===== src/rtl/ram_bist_pkg.sv =====
// Shared types and March C- element tables for the RAM BIST controller.
// Table bit i describes march element Mi.
package ram_bist_pkg;

    typedef enum logic [2:0] {
        S_IDLE,
        S_WR,
        S_RD,
        S_WAIT,
        S_CHK,
        S_NEXT,
        S_DONE
    } state_e;

    localparam int              NUM_ELEM  = 6;
    localparam logic [2:0]      LAST_ELEM = 3'(NUM_ELEM - 1);

    // M0 up w0 | M1 up r0,w1 | M2 up r1,w0 | M3 down r0,w1 | M4 down r1,w0 | M5 up r0
    localparam logic [NUM_ELEM-1:0] EL_UP   = 6'b100111;
    localparam logic [NUM_ELEM-1:0] EL_RD   = 6'b111110;
    localparam logic [NUM_ELEM-1:0] EL_WR   = 6'b011111;
    localparam logic [NUM_ELEM-1:0] EL_REXP = 6'b010100;
    localparam logic [NUM_ELEM-1:0] EL_WBIT = 6'b001010;

endpackage


===== src/rtl/ram_bist_addr_gen.sv =====
// Up/down march address counter; is_last_o flags the terminal address of the
// current direction so the controller never depends on wrap or underflow.
module ram_bist_addr_gen #(
    parameter int ADDR_W = 4
) (
    input  logic              clk,
    input  logic              rst_n,
    input  logic              load_i,
    input  logic              load_up_i,
    input  logic              step_i,
    input  logic              up_i,
    output logic [ADDR_W-1:0] addr_o,
    output logic              is_last_o
);

    localparam logic [ADDR_W-1:0] ADDR_MAX = '1;

    logic [ADDR_W-1:0] addr_q;

    always_ff @(posedge clk or negedge rst_n) begin
        if (!rst_n)
            addr_q <= '0;
        else if (load_i)
            addr_q <= load_up_i ? '0 : ADDR_MAX;
        else if (step_i)
            addr_q <= up_i ? addr_q + ADDR_W'(1) : addr_q - ADDR_W'(1);
    end

    assign addr_o    = addr_q;
    assign is_last_o = up_i ? (addr_q == ADDR_MAX) : (addr_q == '0);

endmodule


===== src/rtl/ram_bist_ctrl.sv =====
// March C- BIST initiator for a single-port synchronous RAM.
// Define RAM_BIST_DIAG_EN to capture the first failure and stop the test there.
module ram_bist_ctrl
    import ram_bist_pkg::*;
#(
    parameter int ADDR_W = 4,
    parameter int DATA_W = 4,
    parameter int RD_LAT = 1
) (
    input  logic              clk,
    input  logic              rst_n,
    input  logic              start,
    output logic              busy,
    output logic              done,
    output logic              pass,
    output logic [ADDR_W-1:0] fail_addr,
    output logic [2:0]        fail_elem,
    output logic [DATA_W-1:0] fail_data,
    output logic [ADDR_W-1:0] ram_addr,
    output logic [DATA_W-1:0] ram_datain,
    output logic              ram_read,
    output logic              ram_write,
    input  logic [DATA_W-1:0] ram_dataout
);

    localparam int WCNT_W = (RD_LAT > 1) ? $clog2(RD_LAT) : 1;

    state_e             state_q, state_d;
    logic [2:0]         elem_q, elem_d;
    logic [WCNT_W-1:0]  wait_q, wait_d;
    logic               pass_q, pass_d;
    logic               ready_q;
    logic               rd_q, rd_d, wr_q, wr_d;
    logic [DATA_W-1:0]  din_q, din_d;
    logic               ag_load, ag_load_up, ag_step, ag_last;
    logic               start_ok, miscmp;

    // ready_q blocks a start sampled on the first edge after reset release
    assign start_ok = start && ready_q && (state_q == S_IDLE || state_q == S_DONE);
    assign miscmp   = (state_q == S_CHK) && (ram_dataout != {DATA_W{EL_REXP[elem_q]}});

    ram_bist_addr_gen #(.ADDR_W(ADDR_W)) u_addr_gen (
        .clk       (clk),
        .rst_n     (rst_n),
        .load_i    (ag_load),
        .load_up_i (ag_load_up),
        .step_i    (ag_step),
        .up_i      (EL_UP[elem_q]),
        .addr_o    (ram_addr),
        .is_last_o (ag_last)
    );

    always_ff @(posedge clk or negedge rst_n) begin
        if (!rst_n) begin
            state_q <= S_IDLE;
            elem_q  <= '0;
            wait_q  <= '0;
            pass_q  <= 1'b0;
            ready_q <= 1'b0;
            rd_q    <= 1'b0;
            wr_q    <= 1'b0;
            din_q   <= '0;
        end else begin
            state_q <= state_d;
            elem_q  <= elem_d;
            wait_q  <= wait_d;
            pass_q  <= pass_d;
            ready_q <= 1'b1;
            rd_q    <= rd_d;
            wr_q    <= wr_d;
            din_q   <= din_d;
        end
    end

    always_comb begin
        state_d    = state_q;
        elem_d     = elem_q;
        wait_d     = '0;
        ag_load    = 1'b0;
        ag_load_up = 1'b1;
        ag_step    = 1'b0;
        case (state_q)
            S_IDLE, S_DONE: begin
                if (start_ok) begin
                    state_d = S_WR;
                    elem_d  = '0;
                    ag_load = 1'b1;
                end
            end
            S_WR:   state_d = S_NEXT;
            S_RD:   state_d = (RD_LAT > 1) ? S_WAIT : S_CHK;
            S_WAIT: begin
                wait_d = wait_q + WCNT_W'(1);
                if (int'(wait_q) >= RD_LAT - 2)
                    state_d = S_CHK;
            end
            S_CHK: begin
`ifdef RAM_BIST_DIAG_EN
                if (miscmp)
                    state_d = S_DONE;
                else
`endif
                    state_d = EL_WR[elem_q] ? S_WR : S_NEXT;
            end
            S_NEXT: begin
                if (!ag_last) begin
                    ag_step = 1'b1;
                    state_d = EL_RD[elem_q] ? S_RD : S_WR;
                end else if (elem_q == LAST_ELEM) begin
                    state_d = S_DONE;
                end else begin
                    elem_d     = 3'(elem_q + 3'd1);
                    ag_load    = 1'b1;
                    ag_load_up = EL_UP[elem_d];
                    state_d    = EL_RD[elem_d] ? S_RD : S_WR;
                end
            end
            default: state_d = S_IDLE;
        endcase
    end

    // RAM strobes are registered from the next state so they line up with RD/WR
    always_comb begin
        busy   = !(state_q == S_IDLE || state_q == S_DONE);
        done   = (state_q == S_DONE);
        rd_d   = (state_d == S_RD);
        wr_d   = (state_d == S_WR);
        din_d  = wr_d ? {DATA_W{EL_WBIT[elem_d]}} : din_q;
        pass_d = pass_q;
        if (start_ok)
            pass_d = 1'b1;
        else if (miscmp)
            pass_d = 1'b0;
    end

    assign pass       = pass_q;
    assign ram_read   = rd_q;
    assign ram_write  = wr_q;
    assign ram_datain = din_q;

`ifdef RAM_BIST_DIAG_EN
    logic [ADDR_W-1:0] fail_addr_q;
    logic [2:0]        fail_elem_q;
    logic [DATA_W-1:0] fail_data_q;

    always_ff @(posedge clk or negedge rst_n) begin
        if (!rst_n) begin
            fail_addr_q <= '0;
            fail_elem_q <= '0;
            fail_data_q <= '0;
        end else if (start_ok) begin
            fail_addr_q <= '0;
            fail_elem_q <= '0;
            fail_data_q <= '0;
        end else if (miscmp && pass_q) begin
            fail_addr_q <= ram_addr;
            fail_elem_q <= elem_q;
            fail_data_q <= ram_dataout;
        end
    end

    assign fail_addr = fail_addr_q;
    assign fail_elem = fail_elem_q;
    assign fail_data = fail_data_q;
`else
    assign fail_addr = '0;
    assign fail_elem = '0;
    assign fail_data = '0;
`endif

endmodule


===== config.mk =====
export PLATFORM = sky130hd
export DESIGN_NAME = ram_bist_ctrl
export DESIGN_NICKNAME = d
export VERILOG_FILES = /design/src/rtl/ram_bist_pkg.sv /design/src/rtl/ram_bist_addr_gen.sv /design/src/rtl/ram_bist_ctrl.sv
export SDC_FILE = /design/constraint.sdc
export NUM_CORES = 1
export LEC_CHECK = 0
export CAP_MARGIN = 20
export CORE_ASPECT_RATIO = 0.5
export CORE_MARGIN = 10
export CORE_UTILIZATION = 40
export DETAILED_ROUTE_END_ITERATION = 6
export PLACE_DENSITY = 0.65
export SLEW_MARGIN = 30
export SYNTH_ARGS = -nofsm -noshare
export SYNTH_HDL_FRONTEND = slang
export SYNTH_SLANG_ARGS = --single-unit

===== constraint.sdc =====
create_clock -name clk -period 4.7 [get_ports clk]
set_input_delay 0.94 -clock clk [delete_from_list [all_inputs] [get_ports clk]]
set_output_delay 0.94 -clock clk [all_outputs]
set_load 0.1 [all_outputs]

Yosys cells after proc, flatten, opt, wreduce, memory -nomap -nowiden:

Memory sizes are Yosys's and may differ from the RTL's. A register that Yosys moved wholly into a read port is not among the register bits.
Index checks and enable logic that the tools add are counted.

* add/sub/neg operators: 3
* multiplexer cells: 33
* reductions and logical operators: 12
* eq/ne operators: 11
* $lt $le $gt $ge: 2

Operator list (count)
* $mux 3: 7
* $mux 1: 17
* $mux 4: 4
* $pmux 3 s5: 1
* $eq 3x3->1 const B: 4
* $eq 3x2->1 const B: 3
* $lt 3x4->1 const B: 2
* $eq 3x1->1 const B: 2
* $pmux 3 s2: 1
* $add 4x1->4 const B: 1
* $eq 4x4->1 const B: 1
* $logic_not 4->1: 1
* $mux 2: 2
* $ne 4x4->1: 1
* $reduce_bool 2->1: 2
* $reduce_or 2->1: 2
* $sub 4x1->4 const B: 1
* $add 3x1->3 const B: 1
* $logic_and 1x1->1: 3
* $logic_not 3->1: 1
* $logic_not 1->1: 2
* $pmux 1 s2: 1
* $logic_or 1x1->1: 1

* bits in registers: 14
* memories kept: 7
* input port bits: 7
* bits in read-only memories: 56
* word-level logic and storage cells: 75

Memory list
* (name not given): depth 8, width 1, read ports 1, clocked after Yosys merged registers in 1, write ports 0, RTL line ram_bist_ctrl.sv:128 `din_d = wr_d ? {DATA_W{EL_WBIT[elem_d]}} : din_q;`
* (name not given): depth 8, width 1, read ports 1, clocked after Yosys merged registers in 0, write ports 0, RTL line ram_bist_ctrl.sv:115 `state_d = EL_RD[elem_d] ? S_RD : S_WR;`
* (name not given): depth 8, width 1, read ports 1, clocked after Yosys merged registers in 0, write ports 0, RTL line ram_bist_ctrl.sv:114 `ag_load_up = EL_UP[elem_d];`
* (name not given): depth 8, width 1, read ports 1, clocked after Yosys merged registers in 0, write ports 0, RTL line ram_bist_ctrl.sv:108 `state_d = EL_RD[elem_q] ? S_RD : S_WR;`
* (name not given): depth 8, width 1, read ports 1, clocked after Yosys merged registers in 0, write ports 0, RTL line ram_bist_ctrl.sv:103 `state_d = EL_WR[elem_q] ? S_WR : S_NEXT;`
* (name not given): depth 8, width 1, read ports 1, clocked after Yosys merged registers in 0, write ports 0, RTL line ram_bist_ctrl.sv:48 `.up_i (EL_UP[elem_q]),`
* 1 more memories

Depth between registers and ports, before layout:

* depth in word-level cells: 8
* depth in mapped cells: 9
* gate-level depth less buffers: 8

Hierarchy:

A second synthesis with hierarchy kept.

* cells, all modules: 127
* area, all modules: 1159.9 sq um

By module, submodules not included
* ram_bist_ctrl: sequential area each 275.3 sq um, area each 817.0 sq um, cells each 94, instances 1
* ram_bist_addr_gen: sequential area each 100.1 sq um, area each 342.8 sq um, cells each 33, instances 1

Worst setup path before layout:

OpenSTA, ideal clock, no wires.

* kind: reg2out
* from: register state_q[0]
* to: output port done
* cell stages (with the launch flop): 3
* data required time: 3760 ps
* arrival time: 1844 ps
* setup slack: 1916 ps
* path buffers: 1
* cells stage by stage: dfrtp_1 > buf_6 > nor2_1

* cells in the longest elaborated chain, start to end: 1

RTL lines
* start, declared: RTL line ram_bist_ctrl.sv:28 `state_e state_q, state_d;`
* start signal, assigned: RTL line ram_bist_ctrl.sv:64 `state_q <= state_d;`
* $eq 3x3->1: RTL line ram_bist_ctrl.sv:125 `done = (state_q == S_DONE);`
* end, declared: RTL line ram_bist_ctrl.sv:14 `output logic done,`

Every way passes these cells.

Worst setup path in the final report:

* from: register state_q[2]
* to: output port busy

* cells in the longest elaborated chain, start to end: 3
* elaborated cells on any way between the ends: 4
* classes of those cells: 1 x eq/ne; 3 x reduce/logical

RTL lines
* $eq 3x3->1 or $logic_not 3->1 (tied branches): RTL line ram_bist_ctrl.sv:124 `busy = !(state_q == S_IDLE || state_q == S_DONE);`
* $logic_or 1x1->1 *: RTL line ram_bist_ctrl.sv:124
* $logic_not 1->1 *: RTL line ram_bist_ctrl.sv:124
* end, declared: RTL line ram_bist_ctrl.sv:13 `output logic busy,`

Every way passes the cells marked *; elsewhere a longest branch is shown, timed or not.

==> report_table.html <==
<table>
<tr><th>Metric</th><th>Value</th></tr>
<tr><th colspan="2">Route</th></tr>
<tr><td>Total via count in the routed design</td><td>948</td></tr>
<tr><td>Detail-routed net length per standard cell</td><td>14.3 um</td></tr>
<tr><td>Drc violations</td><td>0</td></tr>
<tr><td>DR iter-0 viols</td><td>78</td></tr>
<tr><td>Detailed-routing iteration count for the pre-antenna-repair pass</td><td>4</td></tr>
<tr><td>Per-cell via count in the routed design</td><td>approximately 5.3</td></tr>
<tr><td>WL final</td><td>between 2000 and 3000 um</td></tr>
<tr><td>Antenna-violating nets left</td><td>0</td></tr>
<tr><th colspan="2">Placed design</th></tr>
<tr><td>Estimated wirelength of the detail-placed design</td><td>1940 um</td></tr>
<tr><td>Number of buffer cells added on primary ports</td><td>19</td></tr>
<tr><td>Total instance count after detailed placement</td><td>175</td></tr>
<tr><td>GP Congestion</td><td>0.818</td></tr>
<tr><th colspan="2">Clocking</th></tr>
<tr><td>Clock latency at the later pin of the worst-skew pair</td><td>between 0.2 and 0.3 ns</td></tr>
<tr><td>Number of clock buffers inserted by TritonCTS</td><td>3</td></tr>
<tr><td>Total clock sinks</td><td>15</td></tr>
<tr><td>Buffers inserted by post-CTS timing repair</td><td>0</td></tr>
<tr><td>Clock tree from TritonCTS</td><td>built</td></tr>
<tr><td>Worst-case clock buffer depth</td><td>2</td></tr>
<tr><td>Clock root cell</td><td>clkbuf_8</td></tr>
<tr><td>Gates resized, CTS repair</td><td>0</td></tr>
<tr><td>H-tree lvl count</td><td>1</td></tr>
<tr><td>Clk slew on worst S/H paths</td><td>around 0.070 ns</td></tr>
<tr><td># hold bufs at CTS</td><td>0</td></tr>
<tr><th colspan="2">Setup path</th></tr>
<tr><td>Category of the most critical setup path</td><td>reg -&gt; out</td></tr>
<tr><td>Data arrival time at the worst-slack endpoint</td><td>2.26 ns</td></tr>
<tr><td>Capturing element type of the critical path</td><td>primary output</td></tr>
<tr><td>CP Max Fanout</td><td>8</td></tr>
<tr><td>Req. time, crit path</td><td>between 3 and 4 ns</td></tr>
<tr><td>Element type at the critical path start</td><td>register</td></tr>
<tr><th colspan="2">Run status</th></tr>
<tr><td>Status</td><td>completed</td></tr>
<tr><th colspan="2">Yosys</th></tr>
<tr><td>Number of flops mapped to enable cells by yosys</td><td>0</td></tr>
<tr><td>Predominant post-synthesis flop cell</td><td>dfrtp_1</td></tr>
<tr><td>Flip-flop and latch count after synthesis</td><td>15</td></tr>
<tr><td>Synth Instances</td><td>127</td></tr>
<tr><td>Avg Cell Area, Syn</td><td>9.21 um2</td></tr>
<tr><td>Mapped cell area</td><td>1170 um2</td></tr>
<tr><td>Top cells by area, synth</td><td>dfrtp_1, buf_4, nand2_1, o21ai_0, nor2_1</td></tr>
<tr><td>Unique cell type count in the Yosys netlist</td><td>50</td></tr>
<tr><td>Async set-or-reset flop fraction in the synthesized netlist</td><td>1.00</td></tr>
<tr><td>Sequential-to-total area share from yosys stat</td><td>0.321</td></tr>
<tr><td>Area share of the largest cell type after synthesis</td><td>0.321</td></tr>
<tr><td>Cell type contributing the most total cell area after synthesis</td><td>dfrtp_1</td></tr>
<tr><td>Count of warnings emitted by yosys</td><td>0</td></tr>
<tr><th colspan="2">STA</th></tr>
<tr><td>Final critical-path share of the clock period</td><td>0.680</td></tr>
<tr><td>Hold Vio Cnt, Final</td><td>0</td></tr>
<tr><td>Actual transition at the worst max-transition pin</td><td>0.977 ns</td></tr>
<tr><td>Total Neg Setup Slack</td><td>0 ns</td></tr>
<tr><td>Setup repair after global routing missed its margin</td><td>no</td></tr>
<tr><td>Final min period</td><td>~3.2 ns</td></tr>
<tr><td>Final Slew Violations</td><td>0</td></tr>
<tr><td>Remaining max-slew budget at the tightest pin</td><td>0.346</td></tr>
<tr><td>Setup violations, final</td><td>0</td></tr>
<tr><td>Final clock skew</td><td>about 0.0054 ns</td></tr>
<tr><td>Fmax</td><td>313 MHz</td></tr>
<tr><th colspan="2">Cells and area</th></tr>
<tr><td>Footprint of the flip-flops and latches</td><td>375 um2</td></tr>
<tr><td>Fillcell total</td><td>280</td></tr>
<tr><td>Number of nets at the end of the flow</td><td>153</td></tr>
<tr><td>Number of diodes added for antenna fixing</td><td>0</td></tr>
<tr><td>Post-route insts no fill</td><td>179</td></tr>
<tr><td>Fraction of final layout cells sized beyond drive strength 1</td><td>0.120</td></tr>
<tr><td>Syn-to-layout area delta</td><td>15.6%</td></tr>
<tr><td>Multi-input gate area</td><td>about 670 um2</td></tr>
<tr><th colspan="2">Global route</th></tr>
<tr><td>Global router's overall resource usage</td><td>0.100</td></tr>
<tr><td>Wire length of the first global-routing pass</td><td>around 4600 um</td></tr>
<tr><td>Largest net degree at the start of global routing</td><td>16</td></tr>
<tr><td>Leftover overflow at the end of global routing</td><td>0</td></tr>
<tr><td>Initial antenna violation count</td><td>0</td></tr>
<tr><td>Vias in the first global route</td><td>977</td></tr>
<tr><th colspan="2">Floorplan</th></tr>
<tr><td>Row Count</td><td>13</td></tr>
<tr><td>Die Span Y</td><td>about 58 um</td></tr>
<tr><td>Core region area</td><td>2700 um2</td></tr>
<tr><td>Die Footprint</td><td>5620 um2</td></tr>
<tr><td>Die W</td><td>96.5 um</td></tr>
<tr><td>Ports placed on the boundary</td><td>31</td></tr>
<tr><td>Initial core utilization</td><td>0.433</td></tr>
<tr><th colspan="2">Flow run</th></tr>
<tr><td>Number of violations of the max-capacitance limit</td><td>0</td></tr>
<tr><th colspan="2">Min path</th></tr>
<tr><td>Hold crit path type</td><td>reg -&gt; reg</td></tr>
</table>
## Yosys cell counts (all sizes together) (3+ instances only)
| master | count |
|---|---|
| buf | 18 |
| dfrtp | 15 |
| nand2 | 11 |
| nor2 | 8 |
| o21ai | 8 |
| a21oi | 6 |
| inv | 5 |
| nand2b | 3 |
| nand3b | 3 |
| nor3 | 3 |
| or3 | 3 |
## stage by stage
stage,cell area (um2),utilization,worst slack (ns),hold slack (ns)
floorplan,1210,-,1.92,0.545
global placement,1300,0.483,1.81,0.537
detailed placement,1300,0.483,1.79,0.546
CTS,1350,0.501,1.48,0.563
global route,1350,0.501,1.41,0.612
finish,1350,0.501,1.50,0.555
## flip-flops by register name, indices dropped and copies added, names as in the netlist
register and cells:
u_addr_gen.addr_o 4, elem_q 3, state_q 3, pass 1, ram_datain 1, ram_read 1
ram_write 1, ready_q 1
## worst paths after layout
check                                          startpoint                               end  slack (ns)  depth (start not counted)
worst max register to register        elem_q[0]$_DFF_PN0_  u_addr_gen.addr_o[3]$_DFFE_PN0P_        2.36                          8
worst min-delay path            ram_datain[0]$_DFFE_PN0N_         ram_datain[0]$_DFFE_PN0N_        0.56                          2
max in group asynchronous                           rst_n  u_addr_gen.addr_o[1]$_DFFE_PN0P_        3.17                          1
min in group asynchronous                           rst_n               ram_write$_DFF_PN0_        1.09                          1
worst min register to register  ram_datain[0]$_DFFE_PN0N_         ram_datain[0]$_DFFE_PN0N_        0.56                          2
worst max-delay path                 state_q[2]$_DFF_PN0_                              busy        1.50                          3
## routing by layer
metal | up-vias | part of all wire | track usage
met2 | 36 | 0.42 | 0.146
met3 | 4 | 0.077 | 0.0321
met4 | 0 | 0.015 | 0.0412
met5 | - | 0 | 0
met1 | 441 | 0.49 | 0.133
li1 | 467 | - | -
## critical path, cell delays in order, from the launching register on
cell	delay, ns
dfrtp_1	0.47
nor2b_2	0.25
or3_1	0.14
clkdlybuf4s50_1	1.13
## cell families after synthesis
logic type / count (synthesis) / share of synthesized area
simple gates: 45 / 0.230
buf+inv: 23 / 0.136
other cells: 2 / 0.00642
xor+xnor: 3 / 0.0225
flops: 15 / 0.321
mux: 3 / 0.0267
fa+ha+maj: 3 / 0.0385
compound gates: 33 / 0.219
## layout by cell type (no fill, tap or decap), types with 2 or more instances in the layout
| cell | instances |
|---|---|
| dfrtp_1 | 15 |
| nand3b_1 | 2 |
| nand4_1 | 2 |
| mux2i_1 | 2 |
| nor2_1 | 8 |
| nor3_1 | 3 |
| clkdlybuf4s50_1 | 19 |
| o31ai_1 | 2 |
| inv_1 | 5 |
| or3_1 | 3 |
| xnor2_1 | 2 |
| clkbuf_8 | 3 |
| o311ai_1 | 2 |
| nand2_1 | 11 |
| nand2b_1 | 3 |
| ha_1 | 2 |
| nand3_1 | 2 |
| conb_1 | 12 |
| o211ai_1 | 2 |
| a21oi_1 | 5 |
| o21ai_0 | 8 |
## final cells by class
type | count | area share
inverter | 5 | 0.0139
clock buffer | 3 | 0.0305
sequential | 15 | 0.278
timing repair buffer | 19 | 0.141
clock inverter | 1 | 0.00555
tap | 37 | 0.0342
multi-input combinational | 99 | 0.498
Power is left out: the tool's default activity adds up to more than one toggle a clock period on the data nets, which glitch-free logic cannot reach.
